`config.mk`:
```
export PLATFORM = sky130hd
export DESIGN_NAME = serial_subtractor
export DESIGN_NICKNAME = d
export VERILOG_FILES = /design/src/rtl/serial_subtractor.sv
export SDC_FILE = /design/constraint.sdc
export NUM_CORES = 1
export LEC_CHECK = 0
export BUFFER_PORTS_ARGS = -buffer_cell sky130_fd_sc_hd__buf_2
export CORE_ASPECT_RATIO = 1.2
export CORE_MARGIN = 1
export CORE_UTILIZATION = 55
export DETAILED_ROUTE_END_ITERATION = 10
export GPL_TIMING_DRIVEN = 0
export PLACE_DENSITY = 0.9
export SYNTH_ARGS = -nofsm -noshare
export SYNTH_HDL_FRONTEND = slang
export SYNTH_SLANG_ARGS = --single-unit
```
`constraint.sdc`:
```
create_clock -name clk -period 4.5 [get_ports clk]
set_input_delay 0.225 -clock clk [delete_from_list [all_inputs] [get_ports clk]]
set_output_delay 0.225 -clock clk [all_outputs]
set_load 0.005 [all_outputs]
```
`src/rtl/serial_subtractor.sv`:
```
// Bit-serial two's-complement subtractor (D = A - B), LSB first, one bit per clock.
// Optional SERSUB_ADD_EN adds an op input (1 = subtract, 0 = add).
`timescale 1ns/1ps

module serial_subtractor #(
    parameter int unsigned WIDTH = 32
) (
    input  logic             clk,
    input  logic             rst,
    input  logic             start,
    input  logic [WIDTH-1:0] A,
    input  logic [WIDTH-1:0] B,
`ifdef SERSUB_ADD_EN
    input  logic             op,
`endif
    output logic             busy,
    output logic             done,
    output logic [WIDTH-1:0] D,
    output logic             Bout,
    output logic             V,
    output logic             Z
);

    localparam int unsigned CNT_W = $clog2(WIDTH);
    localparam logic [CNT_W-1:0] LAST = CNT_W'(WIDTH - 1);

    typedef enum logic [1:0] {
        IDLE = 2'd0,
        RUN  = 2'd1,
        DONE = 2'd2
    } state_t;

    state_t state_q, state_d;

    logic [WIDTH-1:0] a_sh_q, a_sh_d;
    logic [WIDTH-1:0] b_sh_q, b_sh_d;
    logic [WIDTH-1:0] res_q, res_d;
    logic             cb_q, cb_d;
    logic [CNT_W-1:0] count_q, count_d;
    logic             a_msb_q, a_msb_d;
    logic             b_msb_q, b_msb_d;
`ifdef SERSUB_ADD_EN
    logic             op_q, op_d;
`endif
    logic             busy_q, busy_d;
    logic             done_q, done_d;
    logic [WIDTH-1:0] diff_q, diff_d;
    logic             bout_q, bout_d;
    logic             v_q, v_d;
    logic             z_q, z_d;

    logic             sub_mode;
    logic             bit_a;
    logic             bit_b;
    logic             bit_d;
    logic             cb_next;
    logic [WIDTH-1:0] res_next;
    logic             accept;

    // State register
    always_ff @(posedge clk) begin
        if (rst) begin
            state_q <= IDLE;
        end else begin
            state_q <= state_d;
        end
    end

    // Next-state logic
    always_comb begin
        state_d = state_q;
        case (state_q)
            IDLE:    if (start) state_d = RUN;
            RUN:     if (count_q == LAST) state_d = DONE;
            DONE:    state_d = start ? RUN : IDLE;
            default: state_d = IDLE;
        endcase
    end

    // Full-subtractor / full-adder cell and datapath next values
    always_comb begin
`ifdef SERSUB_ADD_EN
        sub_mode = op_q;
`else
        sub_mode = 1'b1;
`endif
        bit_a    = a_sh_q[0];
        bit_b    = b_sh_q[0];
        bit_d    = bit_a ^ bit_b ^ cb_q;
        if (sub_mode) begin
            cb_next = (~bit_a & bit_b) | (~(bit_a ^ bit_b) & cb_q);
        end else begin
            cb_next = (bit_a & bit_b) | ((bit_a ^ bit_b) & cb_q);
        end
        res_next = {bit_d, res_q[WIDTH-1:1]};
        accept   = start && ((state_q == IDLE) || (state_q == DONE));

        a_sh_d  = a_sh_q;
        b_sh_d  = b_sh_q;
        res_d   = res_q;
        cb_d    = cb_q;
        count_d = count_q;
        a_msb_d = a_msb_q;
        b_msb_d = b_msb_q;
`ifdef SERSUB_ADD_EN
        op_d    = op_q;
`endif
        diff_d  = diff_q;
        bout_d  = bout_q;
        v_d     = v_q;
        z_d     = z_q;

        if (accept) begin
            a_sh_d  = A;
            b_sh_d  = B;
            cb_d    = 1'b0;
            count_d = '0;
            a_msb_d = A[WIDTH-1];
            b_msb_d = B[WIDTH-1];
`ifdef SERSUB_ADD_EN
            op_d    = op;
`endif
        end else if (state_q == RUN) begin
            a_sh_d  = {1'b0, a_sh_q[WIDTH-1:1]};
            b_sh_d  = {1'b0, b_sh_q[WIDTH-1:1]};
            res_d   = res_next;
            cb_d    = cb_next;
            count_d = count_q + CNT_W'(1);
            // Visible results change only on the edge that enters DONE
            if (count_q == LAST) begin
                diff_d = res_next;
                bout_d = cb_next;
                if (sub_mode) begin
                    v_d = (a_msb_q ^ b_msb_q) & (a_msb_q ^ res_next[WIDTH-1]);
                end else begin
                    v_d = ~(a_msb_q ^ b_msb_q) & (a_msb_q ^ res_next[WIDTH-1]);
                end
                z_d = ~|res_next;
            end
        end

        busy_d = (state_d == RUN);
        done_d = (state_d == DONE);
    end

    // Datapath and output registers
    always_ff @(posedge clk) begin
        if (rst) begin
            a_sh_q  <= '0;
            b_sh_q  <= '0;
            res_q   <= '0;
            cb_q    <= 1'b0;
            count_q <= '0;
            a_msb_q <= 1'b0;
            b_msb_q <= 1'b0;
`ifdef SERSUB_ADD_EN
            op_q    <= 1'b1;
`endif
            busy_q  <= 1'b0;
            done_q  <= 1'b0;
            diff_q  <= '0;
            bout_q  <= 1'b0;
            v_q     <= 1'b0;
            z_q     <= 1'b0;
        end else begin
            a_sh_q  <= a_sh_d;
            b_sh_q  <= b_sh_d;
            res_q   <= res_d;
            cb_q    <= cb_d;
            count_q <= count_d;
            a_msb_q <= a_msb_d;
            b_msb_q <= b_msb_d;
`ifdef SERSUB_ADD_EN
            op_q    <= op_d;
`endif
            busy_q  <= busy_d;
            done_q  <= done_d;
            diff_q  <= diff_d;
            bout_q  <= bout_d;
            v_q     <= v_d;
            z_q     <= z_d;
        end
    end

    assign busy = busy_q;
    assign done = done_q;
    assign D    = diff_q;
    assign Bout = bout_q;
    assign V    = v_q;
    assign Z    = z_q;

endmodule

```
* Word level (Yosys, flattened, before mapping)
Cells that the tools add are included.
** Operators by class
- Bitwise logic cells :: 11
- Equality and inequality tests :: 5
- Multiplexer cells :: 8
- Reductions and logical operators :: 9
- Add/sub/neg operators :: 1
** Operators with widths (count)
- $mux W32 :: 4
- $reduce_or A32 Y1 :: 1
- $pmux W2 S3 :: 1
- $add A5 B1 Y5 const B :: 1
- $eq A5 B5 Y1 const B :: 1
- $eq A2 B1 Y1 const B :: 2
- $eq A2 B2 Y1 const B :: 2
- $mux W2 :: 2
- $xor A1 B1 Y1 :: 4
- $and A1 B1 Y1 :: 3
- $not A1 Y1 :: 3
- $reduce_and A3 Y1 :: 1
- $logic_not A2 Y1 :: 1
- $reduce_and A2 Y1 :: 1
- $reduce_bool A2 Y1 :: 1
- $reduce_or A2 Y1 :: 1
- $logic_and A1 B1 Y1 :: 1
- $logic_not A1 Y1 :: 1
- $logic_or A1 B1 Y1 :: 1
- $mux W1 :: 1
- $or A1 B1 Y1 :: 1
** Word-level totals
- Register bits :: 143
- Input port bits :: 67
- Output and inout port bits :: 37
- Logic and storage cells :: 48

* Logic depth before layout (Yosys ltp)
Gate-level depths: netlist (run 1).
- Depth in word-level cells :: 5
- Depth in mapped cells :: 8
- Mapped depth without buffers :: 6

* Least setup slack after synthesis (run 1)
No wires, ideal clock.
- Kind :: flip-flop to flip-flop
- Start :: register count_q[0]
- End :: register diff_q[10], in the netlist D[10]
- Cell stages (with the launch flop) :: 9
- Arrival :: 1.435 ns
- Clock period less this slack :: 1.568 ns
- Path buffers :: 2
- Setup time :: 0.132 ns
- Setup slack :: 2.932 ns
- Required time :: 4.368 ns
- Path through :: dfxtp_1 > ha_1 > and3_1 > ha_1 > and3b_1 > buf_2 > buf_2 > nand2_1 > a21oi_1
** On the way
- Word-level cells in the longest chain between the ends :: 2
** RTL lines
- start: declaration :: line 39 : logic [CNT_W-1:0] count_q, count_d;
- start signal: assignment :: line 170 : count_q <= count_d;
- $eq A5 B5 Y1 :: line 130 : if (count_q == LAST) begin
- $reduce_and A3 Y1 (no line)
- end signal: assignment :: line 178 : diff_q <= diff_d;
- end: declaration :: line 47 : logic [WIDTH-1:0] diff_q, diff_d;
No other way between the ends.
A chain may end at the register's enable or synchronous reset.

* Worst setup path in the final report (run 1)
- Start :: register count_q[0]
- End :: register diff_q[30], in the netlist D[30]
The elaborated chain is that of the path after synthesis.

==> summary.md, run 1 <==
The flow ran to the end, and the final reports show no timing, DRC or antenna violations. The run gives 0 as the antenna cell count. Global routing used 24.9% of the available tracks.

The tools report the number of global-route vias before repair as 4906. Net switching is 23.1% of the power. In this run the static leakage power is 2.77 nW. Clock tree synthesis found a total of 142 sinks. In this run the most critical hold path is launched from B[31].

In this run the post-CTS setup repair buffer count came out at 0. The share of async-settable or async-resettable flops after synthesis is 0%, and the number of antenna violations at the first check in global routing is 0. Count of fill cells added during filler insertion: 794. The total half-perimeter wirelength after legalization and detailed placement is 9330 um. The largest fanout on the critical path works out to 10. The endpoint class of the critical path is a flip-flop. The run gives 0.00284 mm2 as the sequential cell area. Derived from the worst setup path, the maximum achievable clock frequency is 524 MHz.

The run gives 9.7% as the proportion of power drawn by combinational gates. Most used flip-flop cell after synthesis: dfxtp_1. For this run, the post-layout net count is 891. At the worst endpoint, the required time is 4840 ps.

The floorplan has 41 rows. Prior to clock tree synthesis, the placed netlist has a worst setup slack of 2610 ps. The clock tree synthesis step divided the H-tree into 4 levels. Final clock period utilization by the worst path: 42.4%. The class of the most critical setup path is reg2reg.

For the worst-skew pair later-pin latency, the log shows 420 ps. For this design, the slowest cell found on the critical path is nand3b_1. The clock transition at the registers of the reported paths works out to 60 ps.

The dominant cell type by count on the critical path is ha_1. For the number of optimization iterations in the first detailed-route pass, the log shows 5. The tools report the gate count of the mapped netlist as 699. In the post-synthesis netlist, the biggest area contributors are dfxtp_1 48%, nand2_1 16%, a311oi_2 15%.

For the placer's final routability congestion estimate, the log shows 0.779. The internal power of the cells totals 2.45 mW. The run gives 0 as the count of final max-slew check failures. The number of enable-type register cells in the synthesized netlist came out at 0.

For the final database, setup skew stands at 8.80 ps. Number of nets with antenna violations after routing: 0. For the pin with the worst max-slew slack, the measured transition is 760 ps.

In this run the horizontal extent of the chip is 96.8 um. The library cell used most frequently in the layout, excluding fill and tap cells, is nand2_1. The run gives 0.00277 mm2 as the area occupied by multi-input gates.

TritonCTS built the clock tree. Setup repair after global routing left no endpoint under its margin. In this run, post-CTS repair resized a total of 0 instances. In this run, the clock network consumes 48.0% of the power. The area share of the largest cell type after synthesis was 47.9%.

The tools report the category of the worst setup path launch point as a flip-flop. The relative slew slack is 49.3%. The worst register-to-register path has a setup slack of 2590 ps. Counting along the longest clock path gives a buffer depth of 2. The library cells used most frequently in the layout, excluding fill and tap cells, are 254 x nand2_1, 142 x dfxtp_1, 131 x buf_2.

Area added between synthesis and finish: 22.4%. The worst hold-check path type is in2reg. In the final timing run, aggregate negative setup slack is 0 ps. For this run, design rule violations remaining after detail routing come to 0. The logs give 42.3% for the part of the total power dissipated in sequential elements and 56.4% for the effective utilization at floorplan. Each instance of the synthesized netlist takes up on average 8.49 um2. The startpoint identified for the worst register-to-register timing path is count_q[0]. Number of vias per cell after detailed routing: 5.47. Entering global routing, the biggest net connects 17 pins.

The most critical setup path has its startpoint at count_q[0]. The logs give 0 for the number of warnings reported in the yosys synthesis log and 0.0112 mm2 for the total die area. The total vias in the final route was 5270; the y dimension of the die was 116 um.

The run gives 0 as the final hold violation count. The mapped cell area was 0.00593 mm2; the standard cell core area was 0.0105 mm2. The worst-case IR drop observed on VDD is 0.299 mV.

For the wire length of the first global-routing pass, the log shows 22400 um. Setup violations remaining at the end of the flow were counted as 0. Counting distinct cell types in the post-synthesis netlist gives 31. The starting DRC count in detailed routing was 222; the cell area power density was 439 mW/mm2. The largest area contributor in the netlist was dfxtp_1.

Buffers placed on the I/O ports in this run total 103. The run gives 0 as the number of max-cap violations. The post-layout minimum cycle time is 1910 ps, and the register bit count reported by yosys is 142. For this run the aggregate overflow at the end of global routing stands at 0. The count of hold buffers inserted by post-cts repair was 0; the final setup slack of the worst path was 2590 ps. Sequential elements use 47.9% of the synthesized area. After detailed routing, the average wire length per cell comes to 14.1 um. The tree is rooted in a clkbuf_16.

Counting every net in the synthesized netlist gives 769. For the post-detailed-routing wire length, the log shows 13500 um. Number of primary I/O pins: 104. The critical path data arrival time came out at 2250 ps. The largest incremental delay on the critical path is 370 ps, and the ratio of cells with drive above 1 in the final layout is 28.1%. The run gives 736 uW as the reported net switching power. Walking the worst path, the cells encountered are ha_1, and3_1, ha_1, nand3b_1, buf_2, nand2_1, a21oi_1. The number of clock buffers added by TritonCTS is 17.
==> power by group through the flow <==
stage / Combinational [mW] / Sequential (mW) / Clock [mW]
3_3_place_gp: 0.302 / 1.37 / 0
5_1_grt: 0.341 / 1.35 / 1.59
6_report: 0.311 / 1.35 / 1.53
2_1_floorplan: 0.227 / 1.36 / 0
3_5_place_dp: 0.308 / 1.37 / 0
4_1_cts: 0.311 / 1.35 / 1.54
==> logic make-up (layout without fill, tap and decap cells) <==
group / count (synthesis) / count (layout) / synth area share [%]
adders and majority gates: 3 / 3 / 0.759
xor gates and xnor gates: 2 / 2 / 0.295
buffers and inverters: 60 / 195 / 5.34
DFF: 142 / 142 / 47.9
and+or+nand+nor: 352 / 352 / 23.4
AOI/OAI and AO/OA: 140 / 140 / 22.3
==> synthesized netlist by cell type (2+ instances only) <==
| cell type | n |
|---|---|
| nand3b_1 | 3 |
| nor2_1 | 70 |
| buf_2 | 28 |
| buf_4 | 13 |
| a211oi_1 | 2 |
| dfxtp_1 | 142 |
| nand2_1 | 254 |
| nand4_1 | 2 |
| inv_1 | 2 |
| a21oi_1 | 72 |
| ha_1 | 2 |
| a22oi_1 | 2 |
| nand3_1 | 5 |
| a311oi_2 | 60 |
| nor4_1 | 8 |
| nand2b_1 | 3 |
| nor2b_1 | 3 |
| buf_1 | 3 |
| clkbuf_1 | 13 |
==> critical path, delay by kind of cell (launching register included) <==
family                     cells  cell delay (ps)
AOI/OAI and AO/OA              1              150
adders and majority gates      2              410
buffers and inverters          1              320
DFF                            1              330
and+or+nand+nor                3              630
==> stage by stage <==
step,hold slack [ps],instances,cell area (um2),util [%],power (mW)
finish,76.3,963,7260,69.0,3.19
global route,72.8,963,7260,69.0,3.29
CTS,66.6,963,7260,69.0,3.19
detailed placement,444,931,6610,62.9,1.68
global placement,439,931,6610,62.9,1.67
floorplan,384,699,5930,-,1.59
==> state kept, by name, indices dropped and copies added, names as in the netlist <==
name and cells:
V 1, a_sh_q 32, res_q 31, done 1, b_msb_q 1, busy 1
D 32, b_sh_q 32, Bout 1, cb_q 1, count_q 5, Z 1
state_q 2, a_msb_q 1
==> path summary, 6_finish.rpt <==
path,endpoint,cells past startpoint
max,D[30],7
min,b_msb_q,3
max reg2reg,D[30],7
min reg2reg,D[14],2
==> final cells by class <==
type	instances	share of cell area, %
Inverter	2	0.103
Timing Repair Buffer	103	7.10
Clock buffer	22	6.39
Tap cell	129	2.22
Sequential cell	142	39.2
Buffer	58	4.26
Clock inverter	10	2.55
Multi-Input combinational cell	497	38.2
==> metal layers <==
metal	part of all wire, %	GRT usage [%]
met4	1.6	9.55
met5	0	0
met3	6.5	8.14
met2	50	43.1
met1	42	28.9
No activity file was read; power rests on OpenSTA's default activity.
==> inputs of run 2 (changes only) <==
--- a/config.mk
+++ b/config.mk
@@ -5,6 +5,7 @@
 export SDC_FILE = /design/constraint.sdc
 export NUM_CORES = 1
 export LEC_CHECK = 0
+export ABC_AREA = 1
 export BUFFER_PORTS_ARGS = -buffer_cell sky130_fd_sc_hd__buf_2
 export CORE_ASPECT_RATIO = 1.2
 export CORE_MARGIN = 1
==> constraint.sdc (replaced) <==
create_clock -name clk -period 1.8 [get_ports clk]
set_input_delay 0.09 -clock clk [delete_from_list [all_inputs] [get_ports clk]]
set_output_delay 0.09 -clock clk [all_outputs]
set_load 0.005 [all_outputs]
==> run 2 against run 1 <==
Against the previous run: synthesized area shrank 6.6%; die area is 6.5% lower; sequential power rose to 2.6 times the previous value; flip-flop and latch count is the same; combinational power grew to 3.0 times the previous value; design area rose by 2.0%; worst setup slack worse by 2500 ps; count of clock-buffer cells in the layout down 3; sequential share of layout area down 0.73 points; register-to-register slack lost 2500 ps; critical path type unchanged; critical endpoint is now D[8]; largest power group unchanged; highest routed layer unchanged.
==> summary.md, run 2 <==
The floorplan row count is 39 (was 41), and the aggregate global-route resource usage is 33.7% (was 24.9%). The number of buffers added by the clock tree synthesis step is 17 (unchanged). The post-layout minimum cycle time came out at 1680 ps (was 1910 ps). The dominant cell type by count on the critical path is ha_2 (was ha_1).

The number of nets in the synthesized netlist is 781 (was 769), and the number of input and output port buffers inserted is 103 (unchanged). The maximum vdd drop is 0.811 mV (was 0.299 mV), and the number of optimization iterations in the first detailed-route pass is 6 (was 5). The number of antenna violations at the first check in global routing was 0 (unchanged); the relative slew slack was 59.2% (was 49.3%).

The antenna cell count was 0 (unchanged); the critical path data arrival time was 2040 ps (was 2250 ps). The run gives 39.5% (was 28.9%) as the met1 global-route usage. The commonest non-fill, non-tap cell in the layout is nand2_1 (unchanged).

For the top achievable clock speed, the log shows 595 MHz (was 524 MHz). The busiest layer in global routing is met2 (unchanged). The area share of the largest cell type after synthesis was 51.3% (was 47.9%).

The most used flip-flop cell after synthesis is dfxtp_1 (unchanged). The tools report the standard cell core area as 0.00966 mm2 (was 0.0105 mm2). The logs give 10200 um (was 9330 um) for the total half-perimeter wirelength after legalization and detailed placement and 17 (unchanged) for the pin count of the biggest net entering global routing. Measured slew at the worst slew-check pin: 612 ps (was 760 ps). The starting DRC count in detailed routing is 546 (was 222). The master of the slowest instance on the critical path is dfxtp_2 (was nand3b_1). The number of warnings reported in the yosys synthesis log was 0 (unchanged); the share of async-settable or async-resettable flops after synthesis was 0% (unchanged). The number of nets with antenna violations after routing is 0 (unchanged), and the post-route DRC violation count is 0 (unchanged). The launch point of the worst path was count_q[0] (unchanged).

Setup repair after global routing left no endpoint under its margin. For the number of max-cap violations, the log shows 0 (unchanged). Most numerous cell types in the synthesized netlist: 144 x nand2_1, 142 x dfxtp_1, 87 x o21ai_0, 76 x a21oi_1, 56 x nor2_1 (was 254 x nand2_1, 142 x dfxtp_1, 72 x a21oi_1, 70 x nor2_1, 60 x a311oi_2).

The origin of the critical flop-to-flop path is count_q[0] (unchanged). The leakage component of the power was 3.12 nW (was 2.77 nW); the clock skew was 6.79 ps (was 8.80 ps). For the required time at the worst-slack endpoint, the log shows 2160 ps (was 4840 ps). The flow ran to the end, and the final reports show no timing, DRC or antenna violations. The most instantiated library cell after synthesis was nand2_1 (unchanged).

For the met2 demand-to-capacity share in global routing, the log shows 57.1% (was 43.1%). The worst hold-check path type was in2reg (unchanged). The tools report the post-route non-filler standard cell count as 1021 (was 963). Number of primary I/O pins: 104 (unchanged). Dominant cells by area after synthesis: dfxtp_1 51%, nand2_1 9.8%, o21ai_0 7.9% (was dfxtp_1 48%, nand2_1 16%, a311oi_2 15%). The ratio of cells with drive above 1 in the final layout came out at 20.0% (was 28.1%). Largest area contributor in the netlist: dfxtp_1 (unchanged).

For the maximum level of the CTS H-tree, the log shows 4 (unchanged). The post-synthesis cell type count was 27 (was 31); the cell area power density was 1110 mW/mm2 (was 439 mW/mm2). The number of enable-type register cells in the synthesized netlist is 0 (unchanged), and the gate count of the mapped netlist is 711 (was 699). The mapped cell area is 0.00554 mm2 (was 0.00593 mm2). The largest fanout on the critical path came out at 10 (unchanged). The placed instance count is 937 (was 931).

For the final worst hold slack, the log shows 12.3 ps (was 76.3 ps). For the met3 track demand over resource, the log shows 7.72% (was 8.14%). For the setup-violating endpoint count in the final report, the log shows 0 (unchanged).

The count of fill cells added during filler insertion was 650 (was 794). The clock tree buffer depth is 2 (unchanged). The register bit count reported by yosys works out to 142 (unchanged).

The worst-skew pair later-pin latency was 430 ps (was 420 ps); the largest incremental delay on the critical path was 340 ps (was 370 ps). The floorplan die width was 93.6 um (was 96.8 um); the area added between synthesis and finish was 33.7% (was 22.4%). TritonCTS built the clock tree. The number of vias per cell after detailed routing is 5.81 (was 5.47), and the final hold violation count is 0 (unchanged).

Most frequent cells in the layout: 144 x nand2_1, 140 x dfxtp_1, 119 x buf_2 (was 254 x nand2_1, 142 x dfxtp_1, 131 x buf_2). Per-instance average area after synthesis: 7.79 um2 (was 8.49 um2). The number of global-route vias before repair is 5707 (was 4906), and the average detailed-routed wire length per instance is 16.9 um (was 14.1 um). The number of nets in the final layout is 955 (was 891). Class of the most critical setup path: reg2reg (unchanged). Post-synthesis sequential area ratio: 51.3% (was 47.9%). The startpoint of the lowest-slack hold path was A[25] (was B[31]). The y dimension of the die was 112 um (was 116 um).

The total vias in the final route came out at 5928 (was 5270). Chain of cells forming the critical path: ha_2, inv_1, nor3_2, ha_2, nand3_4, nor2_4, inv_2, buf_4, o21ai_0 (was ha_1, and3_1, ha_1, nand3b_1, buf_2, nand2_1, a21oi_1). The wire length of the first global-routing pass was 27300 um (was 22400 um). Endpoint class of the critical path: a flip-flop (unchanged).

The tools report the clock sink count as 142 (unchanged). The clock transition at the registers of the reported paths was 60 ps (about the same). For the total die area, the log shows 0.0105 mm2 (was 0.0112 mm2).

The tools report the root buffer cell as clkbuf_16 (unchanged). The effective utilization at floorplan is 57.3% (was 56.4%), and the post-detailed-routing wire length is 17200 um (was 13500 um). The final clock period utilization by the worst path is 93.4% (was 42.4%), and the count of final max-slew check failures is 0 (unchanged). The category of the worst setup path launch point is a flip-flop (unchanged).

The placer's final routability congestion estimate is 0.846 (was 0.779), and the leftover overflow at the end of global routing is 0 (unchanged).
run 2: cell type report:
cell class	count	area [um2]	share of cell area, %
plain buffers	52	267	3.60
clock buffers	19	453	6.12
clock inverters	13	189	2.55
inverters	45	171	2.31
multi-input cells	472	2290	31.0
flip-flops and latches	142	2850	38.4
well taps	123	154	2.08
repair buffers	155	1030	14.0
run 2: logic make-up after synthesis:
logic type | synth area share, %
compound gates | 21.7
fa+ha+maj | 0.813
flops | 51.3
simple gates | 18.5
buf+inv | 7.70
run 2: what timing repair did:
action | CTS | global route
setup buffers | 0 | 1
hold buffers | 51 | 0
resized for setup | 5 | 12
pin swaps | 0 | 1
setup endpoints to repair | 33 | 36
endpoints found under the hold margin | 53 | 0
run 2: through the flow:
step | cell area, um2 | setup TNS, ps | util, % | power [mW] | setup slack [ps]
2_1_floorplan | 5540 | 0 | - | 4.05 | 272
3_3_place_gp | 6210 | -54.2 | 64.3 | 4.31 | -12.5
3_5_place_dp | 6210 | -956 | 64.3 | 4.34 | -56.7
4_1_cts | 7380 | 0 | 76.4 | 8.14 | 7.10
5_1_grt | 7400 | 0 | 76.6 | 8.45 | 1.32
6_report | 7400 | 0 | 76.6 | 8.21 | 119
run 2: where the power goes:
group	internal, mW	leakage [nW]	switching, mW
clock	2.39	0.297	1.39
combinational	0.374	1.66	0.571
sequential	3.35	1.17	0.133
run 2: worst paths after layout:
check,to,slack [ps],cells past startpoint
min,a_sh_q[25],10,3
max reg2reg,D[8],120,9
min reg2reg,D[5],460,2
max,D[8],120,9
run 2: layer usage:
layer  vias to the layer above  part of all wire (%)  wire, um
met4                         0                   3.7       637
li1                       2738                     -         -
met2                       404                    50      8590
met1                      2710                    37      6430
met3                        76                   9.2      1600
met5                         -                     0         0
run 2: worst max-delay path, delay by kind of cell (launching register included):
family	cells	cell delay, ps
adder cells (fa/ha/maj)	2	410
AND/OR/NAND/NOR	3	400
flip-flops	1	340
buffers and inverters	3	300
AO/OA/AOI/OAI	1	140
